### src/rtl/line_drawer_arbiter.sv
// line_drawer_arbiter: round-robin share of one line drawer between two one-entry command slots
module line_drawer_arbiter #(
  parameter int HOR_ACTIVE_PIXELS = 640,
  parameter int VER_ACTIVE_PIXELS = 480,
  localparam int X_WIDTH = $clog2(HOR_ACTIVE_PIXELS),
  localparam int Y_WIDTH = $clog2(VER_ACTIVE_PIXELS)
) (
  input  logic               clk,
  input  logic               rst,
  input  logic [X_WIDTH-1:0] req0_x1,
  input  logic [Y_WIDTH-1:0] req0_y1,
  input  logic [X_WIDTH-1:0] req0_x2,
  input  logic [Y_WIDTH-1:0] req0_y2,
  input  logic               req0_start,
  output logic               req0_ready,
  input  logic [X_WIDTH-1:0] req1_x1,
  input  logic [Y_WIDTH-1:0] req1_y1,
  input  logic [X_WIDTH-1:0] req1_x2,
  input  logic [Y_WIDTH-1:0] req1_y2,
  input  logic               req1_start,
  output logic               req1_ready,
  output logic [X_WIDTH-1:0] x1,
  output logic [Y_WIDTH-1:0] y1,
  output logic [X_WIDTH-1:0] x2,
  output logic [Y_WIDTH-1:0] y2,
  output logic               line_drawer_start,
  input  logic               line_drawer_ready,
  output logic               grant
);
  typedef enum logic [1:0] {IDLE, ISSUE, WAIT_1, WAIT_2} state_t;
  state_t state, state_next;
  logic [1:0] pending, armed, elig;
  logic last_grant, sel, load, done;
  logic [X_WIDTH-1:0] s_x1 [2];
  logic [X_WIDTH-1:0] s_x2 [2];
  logic [Y_WIDTH-1:0] s_y1 [2];
  logic [Y_WIDTH-1:0] s_y2 [2];
  logic cap0, cap1;
  assign cap0 = req0_start & ~pending[0];
  assign cap1 = req1_start & ~pending[1];
  assign req0_ready = ~pending[0];
  assign req1_ready = ~pending[1];
  // a slot becomes eligible one cycle after its pending flag is set
  assign elig = pending & armed;
  assign sel = &elig ? ~last_grant : elig[1];
  assign line_drawer_start = state == ISSUE;
  // next state: pick a slot in IDLE, pulse, guard cycle, then wait for the drawer
  always_comb begin
    state_next = state;
    load = 1'b0;
    done = 1'b0;
    case (state)
      IDLE: if (|elig) begin
        load = 1'b1;
        state_next = ISSUE;
      end
      ISSUE: state_next = WAIT_1;
      WAIT_1: state_next = WAIT_2;
      WAIT_2: if (line_drawer_ready) begin
        done = 1'b1;
        state_next = IDLE;
      end
      default: state_next = IDLE;
    endcase
  end
  // state register
  always_ff @(posedge clk)
    state <= rst ? IDLE : state_next;
  // slot contents are only read while pending, so they need no reset
  always_ff @(posedge clk) begin
    if (cap0) begin
      s_x1[0] <= req0_x1;
      s_y1[0] <= req0_y1;
      s_x2[0] <= req0_x2;
      s_y2[0] <= req0_y2;
    end
    if (cap1) begin
      s_x1[1] <= req1_x1;
      s_y1[1] <= req1_y1;
      s_x2[1] <= req1_x2;
      s_y2[1] <= req1_y2;
    end
  end
  // pending flags, round-robin history and the registered drawer command
  always_ff @(posedge clk) begin
    if (rst) begin
      pending <= 2'b00;
      armed <= 2'b00;
      last_grant <= 1'b1;
      grant <= 1'b0;
      x1 <= '0;
      y1 <= '0;
      x2 <= '0;
      y2 <= '0;
    end else begin
      armed <= pending;
      if (cap0) pending[0] <= 1'b1;
      if (cap1) pending[1] <= 1'b1;
      if (done) begin
        pending[grant] <= 1'b0;
        last_grant <= grant;
      end
      if (load) begin
        grant <= sel;
        x1 <= s_x1[sel];
        y1 <= s_y1[sel];
        x2 <= s_x2[sel];
        y2 <= s_y2[sel];
      end
    end
  end
endmodule

### config.mk
export PLATFORM = sky130hd
export DESIGN_NAME = line_drawer_arbiter
export DESIGN_NICKNAME = d
export VERILOG_FILES = /design/src/rtl/line_drawer_arbiter.sv
export SDC_FILE = /design/constraint.sdc
export NUM_CORES = 1
export LEC_CHECK = 0
export CORE_UTILIZATION = 40
export DETAILED_ROUTE_END_ITERATION = 8
export GPL_ROUTABILITY_DRIVEN = 0
export PLACE_DENSITY = 0.66
export SLEW_MARGIN = 40
export SYNTH_ARGS = -nofsm -noshare
export SYNTH_HDL_FRONTEND = slang
export SYNTH_SLANG_ARGS = --single-unit
### constraint.sdc
create_clock -name clk -period 3.55 [get_ports clk]
set_clock_uncertainty 0.15 [all_clocks]
set_input_delay 0.71 -clock clk [delete_from_list [all_inputs] [get_ports clk]]
set_output_delay 0.71 -clock clk [all_outputs]
set_load 0.005 [all_outputs]
==> out/metrics.yaml, run 1 <==
setup_path:
  slowest_stage: "clkdlybuf4s50_1"
  cp.required_ps: 2690
  r2r_start: "state[1]"
  cp.depth: 3
  critPathKind: "flop to output pin"
  ff2ff_setup_slack_ps: 1230
  crit_end: "line_drawer_start"
  cp.arrival_ps: 1570
  crit_path_max_fanout: 4
  cp-start-kind: "flop"
  critPathBufInv: 2
  endpoint_kind: "output pin"
  crit_family: "buffers and inverters"
  r2r-end: "x2[8]"
  r2r_cells: 7
  startpoint: "state[1]"
  critPathMaxStageDelay_ps: 500
  cp_cell_sequence: "inv_1 > ha_1 > clkdlybuf4s50_1"
yosys:
  synth_area_leader_cell: "edfxtp_1"
  syn_area_um2: 4550
  synth-seq-area-share_pct: 70.3
  syn_nets: 433
  synth.distinct_cells: 29
  synth.area.top_cells: "edfxtp_1 (50%), dfxtp_1 (20%), a311oi_1 (7.3%)"
  netlist.area_leader.share_pct: 50.1
  avgSynthCellArea_um2: 13.1
  synth_seq_cells: 122
  synthCells: 347
  yosysWarnings: 0
placement:
  portBuffers: 122
  dp_hpwl_mm: 6.64
  dp_cells: 579
detailed_routing:
  drt_iter0_drc: 162
  via_per_inst: 5.41
  wl_per_cell_um: 18.1
  antenna_left: 0
  drc: 0
  drtPass1Iterations: 5
  via_count: 3313
  wirelength_mm: 11.1
clock_network:
  postCtsSetupBuffers: 0
  hold_buffers: 0
  cts.clk_slew.worst_paths_ps: 60
  cts_buffers: 17
  cts_root_buffer: "clkbuf_16"
  cts_max_path_buffers: 2
  htree_levels: 4
  clock_latency_ps: 410
  post_cts_resized: 0
  cts_tree: "yes"
  cts_sinks: 122
power_and_ir_drop:
  combPwrFrac_pct: 16.2
  max-vdd-ir-drop_mv: 0.261
  leakagePower_nw: 2.12
  internal_power_mw: 2.91
  p_clk_share_pct: 40.9
  seq_power_share_pct: 42.9
  power.density_nw_per_um2: 615
  switchingPower_mw: 1.05
  switching_share_pct: 26.6
grt:
  grt_use_total_pct: 19.8
  met3_usage_pct: 4.00
  grt_util_met2_pct: 32.4
  first_global_vias: 3225
  grt_first_pass_wirelength_mm: 17.1
  globalRouteOverflowTotal: 0
  met1_usage_pct: 25.8
  grt_antenna_before_repair: 0
  top_usage_layer: "met2"
  grt_max_degree: 48
sta:
  finalSetupViolations: 0
  post-route-period-util_pct: 68.6
  fin_crit_ps: 2430
  worst_pin_slew_ps: 791
  slew_headroom_pct: 47.3
  rsz0062_at_grt: "false"
  holdWs_ps: 367
  slew_viol_final: 0
  fmaxAchievable_mhz: 411
  fin_tns_setup_ps: 0
  final_hold_viol_count: 0
finish:
  regArea_um2: 3200
  stdcell_count: 612
  fill_cells: 887
  layout-drive-gt1-share_pct: 9.96
  fin_nets: 545
  diodes: 0
  synthToLayoutAreaGrowth_pct: 41.7
  multiInputGateArea_um2: 1180
floorplanning:
  row_count: 38
  die_y_um: 109
  start_util_pct: 41.5
  die_x_um: 109
  ios: 123
  core_um2: 11000
  die_area_um2: 11800
flow_run:
  maxCapViolations: 0
min_path:
  worst_hold_path.num_cells: 2
  hold_class: "flop to flop"
status:
  status: "finished clean"
cell usage in the layout, fill, tap and decap left out, drive strengths merged, types with 2 or more instances in the layout:
cell and count:
nor2b 2, edfxtp 76, nand2 2, clkinv 4
a21oi 39, nor2 6, and3 2, nand2b 2
clkbuf 17, inv 10, o21ai 39, buf 6
nand3 40, nor3 2, dfxtp 46, clkinvlp 5
a311oi 38, clkdlybuf4s50 121, ha 5
state kept, by name, summed over array words and instances (netlist names):
name and count:
last_grant 1, s_x1 20, grant 1, y2 9, pending 2, s_y2 18
x2 10, state 2, armed 2, s_y1 18, s_x2 20, x1 10
y1 9
Yosys cell counts:
cell / n
clkbuf_1: 14
buf_2: 10
mux2i_1: 1
a22o_2: 1
nand2_1: 2
nor3_1: 2
a2111oi_0: 1
nor2b_1: 2
a21oi_1: 39
and2_2: 1
and3_1: 2
buf_4: 4
inv_1: 5
dfxtp_1: 46
ha_1: 5
nand3_1: 40
clkbuf_2: 2
o21ai_0: 28
a211o_1: 1
nand2b_1: 2
edfxtp_1: 76
buf_6: 4
a311oi_1: 38
a22oi_2: 1
o21ai_1: 11
a21o_1: 1
and2b_1: 1
a211oi_1: 1
nor2_1: 6
worst min-delay path by stage:
stage               start         end  slack (ps)
2_1_floorplan  last_grant  last_grant         300
3_3_place_gp     state[1]    state[1]         350
3_5_place_dp   last_grant  last_grant         360
4_1_cts             y1[0]       y1[0]         370
5_1_grt             y1[1]       y1[1]         380
6_report            y2[3]       y2[3]         370
worst register-to-register path, delay by kind of cell (launching register included):
family          cells  cell delay (ps)
fa+ha+maj           1              190
simple gates        1              430
flops               1              340
buf+inv             4              930
compound gates      1              130
layout make-up:
type | count | area share [%]
clock buffers | 17 | 6.59
clock inverters | 15 | 2.21
inverters | 5 | 0.291
multi-input cells | 186 | 18.3
flip-flops and latches | 122 | 49.6
well taps | 140 | 2.71
repair buffers | 127 | 20.3
power by group through the flow:
stage,combinational (mW),sequential [mW],clock [mW]
after floorplan,0.320,1.72,0
after global placement,0.609,1.72,0
after detailed placement,0.639,1.73,0
after CTS,0.643,1.70,1.64
after global routing,0.701,1.71,1.70
final,0.642,1.70,1.62
logic make-up after synthesis:
kind of cell	after synthesis	synth area share (%)
simple gates	58	6.43
buf+inv	39	4.53
compound gates	122	17.1
mux	1	0.220
flops	122	70.3
fa+ha+maj	5	1.37
stage by stage:
stage / worst slack [ps] / power (mW) / instance area (um2) / util (%)
2_1_floorplan: 548 / 2.04 / 4550 / -
3_3_place_gp: 1030 / 2.33 / 5820 / 53.0
3_5_place_dp: 1060 / 2.37 / 5850 / 53.2
4_1_cts: 1090 / 3.99 / 6410 / 58.4
5_1_grt: 1030 / 4.11 / 6450 / 58.7
6_report: 1120 / 3.97 / 6450 / 58.7
routing by layer:
metal	wire length, um	part of all wire [%]
met5	0	0
met4	159	1.4
met3	613	5.5
met2	5620	51
met1	4700	42
Note: power is estimated with default switching activity, not from simulation.
==> run 2: changes to the inputs <==
==> constraint.sdc (replaced) <==
create_clock -name clk -period 2.4 [get_ports clk]
set_clock_uncertainty 0.15 [all_clocks]
set_input_delay 0.48 -clock clk [delete_from_list [all_inputs] [get_ports clk]]
set_output_delay 0.48 -clock clk [all_outputs]
set_load 0.005 [all_outputs]
==> out/metrics.yaml, run 2 (synthesized netlist as in run 1, its figures left out) <==
status:
  status: "finished clean"
detailed_routing:
  via_count: 3347
  drtPass1Iterations: 4
  antenna_left: 0
  wirelength_mm: 10.9
  drt_iter0_drc: 153
  via_per_inst: 5.39
  wl_per_cell_um: 17.6
  drc: 0
clock_network:
  cts.clk_slew.worst_paths_ps: 60
  cts_max_path_buffers: 2
  cts_buffers: 17
  htree_levels: 4
  postCtsSetupBuffers: 0
  cts_root_buffer: "clkbuf_16"
  post_cts_resized: 0
  hold_buffers: 0
  cts_tree: "yes"
  cts_sinks: 122
  clock_latency_ps: 400
min_path:
  hold_class: "flop to flop"
  worst_hold_path.num_cells: 2
grt:
  globalRouteOverflowTotal: 0
  grt_max_degree: 39
  grt_use_total_pct: 19.5
  grt_first_pass_wirelength_mm: 17.0
  first_global_vias: 3402
  grt_antenna_before_repair: 0
setup_path:
  slowest_stage: "dfxtp_1"
  cp.arrival_ps: 1520
  cp.required_ps: 1770
  r2r_cells: 6
  cp-start-kind: "flop"
  critPathMaxStageDelay_ps: 510
  crit_path_max_fanout: 7
  critPathKind: "flop to output pin"
  endpoint_kind: "output pin"
  cp_cell_sequence: "inv_1 > clkdlybuf4s50_1"
sta:
  worst_pin_slew_ps: 616
  final_hold_viol_count: 0
  fmaxAchievable_mhz: 465
  post-route-period-util_pct: 89.6
  fin_tns_setup_ps: 0
  fin_ws_ps: 250
  holdWs_ps: 362
  finalSetupViolations: 0
  slew_headroom_pct: 58.9
  fin_crit_ps: 2150
  rsz0062_at_grt: "false"
  slew_viol_final: 0
flow_run:
  maxCapViolations: 0
placement:
  preCtsSetupSlack_ps: 437
  portBuffers: 122
  place_area_um2: 5940
  dp_hpwl_mm: 7.20
floorplanning:
  core_um2: 11000
  die_x_um: 109
  die_y_um: 109
  die_area_um2: 11800
  row_count: 38
  ios: 123
  start_util_pct: 41.5
finish:
  synthToLayoutAreaGrowth_pct: 43.4
  fin_nets: 554
  final_area_um2: 6530
  layout_commonest_cell: "clkdlybuf4s50_1"
  reg.largest.list: "s_x1: 20 flops, s_x2: 20 flops"
  final_cell_mix: "clkdlybuf4s50_1 (121), edfxtp_1 (76), dfxtp_1 (46)"
  final_core_util_pct: 59.4
  layout-drive-gt1-share_pct: 11.4
  diodes: 0
power_and_ir_drop:
  leakagePower_nw: 2.17
  power.density_nw_per_um2: 912
  max-vdd-ir-drop_mv: 0.550
run 2: layer usage:
layer,global-route usage [%],part of all wire [%]
met3,5.14,6.2
met2,32.7,52
met4,7.14,1.3
met5,0,0
met1,24.1,40
run 2: worst paths after layout:
path | startpoint | end | slack [ps]
max | pending[1] | req1_ready | 250
min | y2[5] | y2[5] | 360
max reg2reg | state[0] | x2[0] | 420
min reg2reg | y2[5] | y2[5] | 360
run 2: through the flow:
step           power, mW  instances
2_1_floorplan       3.01        347
3_3_place_gp        3.48        589
3_5_place_dp        3.51        589
4_1_cts             6.00        621
5_1_grt             6.20        621
6_report            5.95        621
run 2: area by class of cell:
class / instances / area (um2)
Clock buffer: 17 / 425
Clock inverter: 15 / 166
Fill cell: 881 / 4460
Inverter: 5 / 18.8
Multi-Input combinational cell: 186 / 1170
Sequential cell: 122 / 3200
Tap cell: 140 / 175
Timing Repair Buffer: 136 / 1370
run 2: report_power, final:
part           switching (mW)  total [mW]  internal (mW)
Combinational           0.494       0.956          0.463
Clock                   0.936        2.48           1.55
Sequential             0.0957        2.52           2.42
Total                    1.53        5.95           4.43
run 2: critical path, delay by kind of cell (launching register included):
| kind | cells | cell delay [ps] |
|---|---|---|
| buffers and inverters | 2 | 620 |
| flip-flops | 1 | 510 |
==> variant 1 (config.mk and constraints of run 1) <==
Re-encode `state_t` (4 states) as one-hot, 4 bits wide.
--- a/src/rtl/line_drawer_arbiter.sv
+++ b/src/rtl/line_drawer_arbiter.sv
@@ -27,7 +27,7 @@
   input  logic               line_drawer_ready,
   output logic               grant
 );
-  typedef enum logic [1:0] {IDLE, ISSUE, WAIT_1, WAIT_2} state_t;
+  typedef enum logic [3:0] {IDLE = 4'b0001, ISSUE = 4'b0010, WAIT_1 = 4'b0100, WAIT_2 = 4'b1000} state_t;
   state_t state, state_next;
   logic [1:0] pending, armed, elig;
   logic last_grant, sel, load, done;
Behaviour: no difference found for any inputs over 10 cycles, from zero or initial values and one cycle with rst high; not proved beyond that.
==> variant 1 against run 1 <==
  * Worst setup slack worse by 0.25 ns
  * Sequential cell count grew 2
  * Synthesized area fell by 0.69%
  * Design area grew 0.35%
  * Wire length is 1.5% higher
  * Utilization is 0.46 points higher
  * Critical path depth decreased by 1
  * Maximum frequency down 9.2%
Power is not compared: it rests on default switching activity, and its combinational part moved more than twofold at a synthesized area within 25%.
==> variant 1: results (changes against run 1) <==
metric;value;unit;change
total routed wirelength;11.3;mm;+1.5%
sequential share of the synthesized area;0.717;;+0.0137
Fillers;919;;+3.6%
Reg2Reg Depth;4;;-3
reg2reg end;x1[5];;
CP Max Fanout;6;;+2
All-Layer GR Usage;0.200;;+0.00182
nets@finish;541;;-0.73%
arrival time at the worst endpoint;1.82;ns;+0.25 ns
share of layout cells above drive strength 1;0.0973;;-0.00232
first-pass GRT wire length;17.2;mm;+0.28%
Slew headroom;0.468;;-0.00497
vias in the first global route;3317;;+2.9%
DP Worst Slack;1.01;ns;-0.0544 ns
via/cell ratio;5.42;;+0.14%
Yosys cell types;25;;-14%
slowest stage delay, CP;0.59;ns;+0.09 ns
DRT iter0 DRCs;171;;+5.6%
commonest cells in the netlist;edfxtp_1, dfxtp_1, nand3_1, o21ai_0, a21oi_1;;
period utilisation layout;0.755;;+0.0697
Area contributors post-synth;edfxtp_1, dfxtp_1, a311oi_1;;
status;complete, no violations;;
FF-to-FF setup slack;1.10;ns;-0.13 ns
Final HPWL DP;6.62;mm;-0.30%
Detailed Routing Iterations Pass 1;4;;-1
-- variant 1: worst reg2reg max path, cell delays in order, from the launching register on --
cell	delay, ns
dfxtp_1	0.37
nor4b_4	0.28
buf_4	0.47
and2_2	0.79
a311oi_1	0.22
-- variant 1: cell families after synthesis --
logic type,after synthesis,share of synthesized area
buffers and inverters,37,0.0357
AND/OR/NAND/NOR,61,0.0742
AO/OA/AOI/OAI,124,0.173
flip-flops,124,0.717
-- variant 1: worst max path at each step --
stage,from,to,cells past startpoint
floorplan,req1_start,s_x1[1][0],1
global placement,req0_start,s_y2[0][3],3
detailed placement,req0_start,s_y2[0][3],3
CTS,state[1],line_drawer_start,2
global route,state[1],line_drawer_start,2
finish,state[1],line_drawer_start,2
-- variant 1: per-stage QoR --
stage                util  std cells  hold WS [ns]  power, mW  cell area, µm²
detailed placement  0.535        580         0.350       1.99            5850
global placement    0.534        580         0.335       1.98            5840
floorplan               -        346         0.300       1.80            4520
finish              0.592        613         0.368       3.68            6470
global route        0.592        613         0.392       3.80            6470
CTS                 0.589        612         0.369       3.70            6440
-- variant 1: report_power, final --
part,switching [mW],leakage (nW),internal (mW)
Sequential,0.0353,1.12,1.62
Combinational,0.137,0.730,0.174
Clock,0.594,0.286,1.12
-- variant 1: cell type report --
cell class / count / area [µm²] / area share
repair buffers: 128 / 1300 / 0.200
clock inverters: 12 / 146 / 0.0226
well taps: 140 / 175 / 0.0271
clock buffers: 20 / 447 / 0.0690
multi-input cells: 185 / 1150 / 0.178
inverters: 4 / 15.0 / 0.00232
flip-flops and latches: 124 / 3240 / 0.501
-- variant 1: metal layers --
metal	track usage	part of all wire	vias up
li1	-	-	1587
met1	0.255	0.43	1602
met2	0.326	0.50	121
met3	0.0512	0.063	13
met4	0.0811	0.015	0
met5	0	0	-
==> variant 2 (config.mk and constraints of run 1) <==
Made on the original files. The parameter `VER_ACTIVE_PIXELS` goes from 480 to 960.
--- a/src/rtl/line_drawer_arbiter.sv
+++ b/src/rtl/line_drawer_arbiter.sv
@@ -1,7 +1,7 @@
 // line_drawer_arbiter: round-robin share of one line drawer between two one-entry command slots
 module line_drawer_arbiter #(
   parameter int HOR_ACTIVE_PIXELS = 640,
-  parameter int VER_ACTIVE_PIXELS = 480,
+  parameter int VER_ACTIVE_PIXELS = 960,
   localparam int X_WIDTH = $clog2(HOR_ACTIVE_PIXELS),
   localparam int Y_WIDTH = $clog2(VER_ACTIVE_PIXELS)
 ) (
Interface: changed (6 resized); port bits go from 123 to 129. The function was not compared with the original's and may differ.
==> variant 2 against run 1 <==
  * Synthesized area grew 4.0%
  * Wire length increased by 6.0%
  * Worst setup slack better by 0.023 ns
  * Cell count up 3.9%
  * Design area up 4.8%
  * Non-clock buffer count increased by 8
  * Power grew 7.0%
  * Combinational power is 4.4% higher
  * Sequential cell count rose by 6
  * Sequential power rose by 5%
  * Die area up 3.9%
  * Critical path type unchanged
  * Critical endpoint is now req0_ready
  * Highest routed layer unchanged
==> variant 2: results (changes against run 1) <==
metric;value;unit;change
status;complete, no violations;;
Fillers;901;;+1.6%
Power Internal;3.20;mW;+10%
nets@finish;571;;+4.8%
worst hold slack;0.370;ns;+0.00278 ns
first-pass GRT wire length;18.5;mm;+8.2%
Detailed Routing Iterations Pass 1;4;;-1
period utilisation layout;0.679;;-0.00655
Min-Delay Endpoint;y1[0];;
mux contribution to synthesized area;0.00211;;-0.0000837
CP max stage cell;dfxtp_1;;
reg2reg end;x2[0];;
Compound-Gate Fraction of Synth Area;0.171;;about the same
Area contributors post-synth;edfxtp_1, dfxtp_1, a311oi_1;;
fin util;0.590;;+0.00247
dpl cell area;6130;µm²;+4.9%
fmax;415;MHz;+0.96%
Synth Area in Adders;0.0132;;-0.000523
Slew headroom;0.525;;+0.0522
All-Layer GR Usage;0.196;;-0.00233
CP Max Fanout;7;;+3
pin count of the biggest net entering global routing;50;;+4.2%
P_sw;1.04;mW;-1.2%
worst r2r src;pending[0];;
sequential share of the synthesized area;0.711;;+0.00706
vias in the first global route;3578;;+11%
via count;3409;;+2.9%
Syn Area/Cell;13.1;µm²;-0.35%
DP Worst Slack;1.05;ns;-0.0106 ns
Final HPWL DP;7.42;mm;+12%
critical hold path startpoint;y1[0];;
variant 2: layer usage:
| metal | track usage | part of all wire |
|---|---|---|
| met2 | 0.334 | 0.53 |
| met1 | 0.247 | 0.40 |
| met4 | 0.0720 | 0.0061 |
| met3 | 0.0388 | 0.058 |
| met5 | 0 | 0 |
variant 2: how the worst max path moves through the flow:
stage	to	slack (ns)	start	depth (start not counted)
final	req0_ready	1.14	pending[0]	2
after global routing	y2[9]	1.04	pending[0]	4
after CTS	line_drawer_start	1.15	state[1]	3
after detailed placement	s_x2[0][3]	1.05	req0_start	3
after global placement	s_x2[0][9]	1.08	req0_start	3
after floorplan	s_x1[0][0]	0.46	req0_start	1
variant 2: cell type report:
cell class / instances / share of cell area
well taps: 143 / 0.0264
flip-flops and latches: 128 / 0.497
inverters: 5 / 0.00277
multi-input cells: 194 / 0.182
clock inverters: 13 / 0.0276
repair buffers: 135 / 0.200
clock buffers: 18 / 0.0634
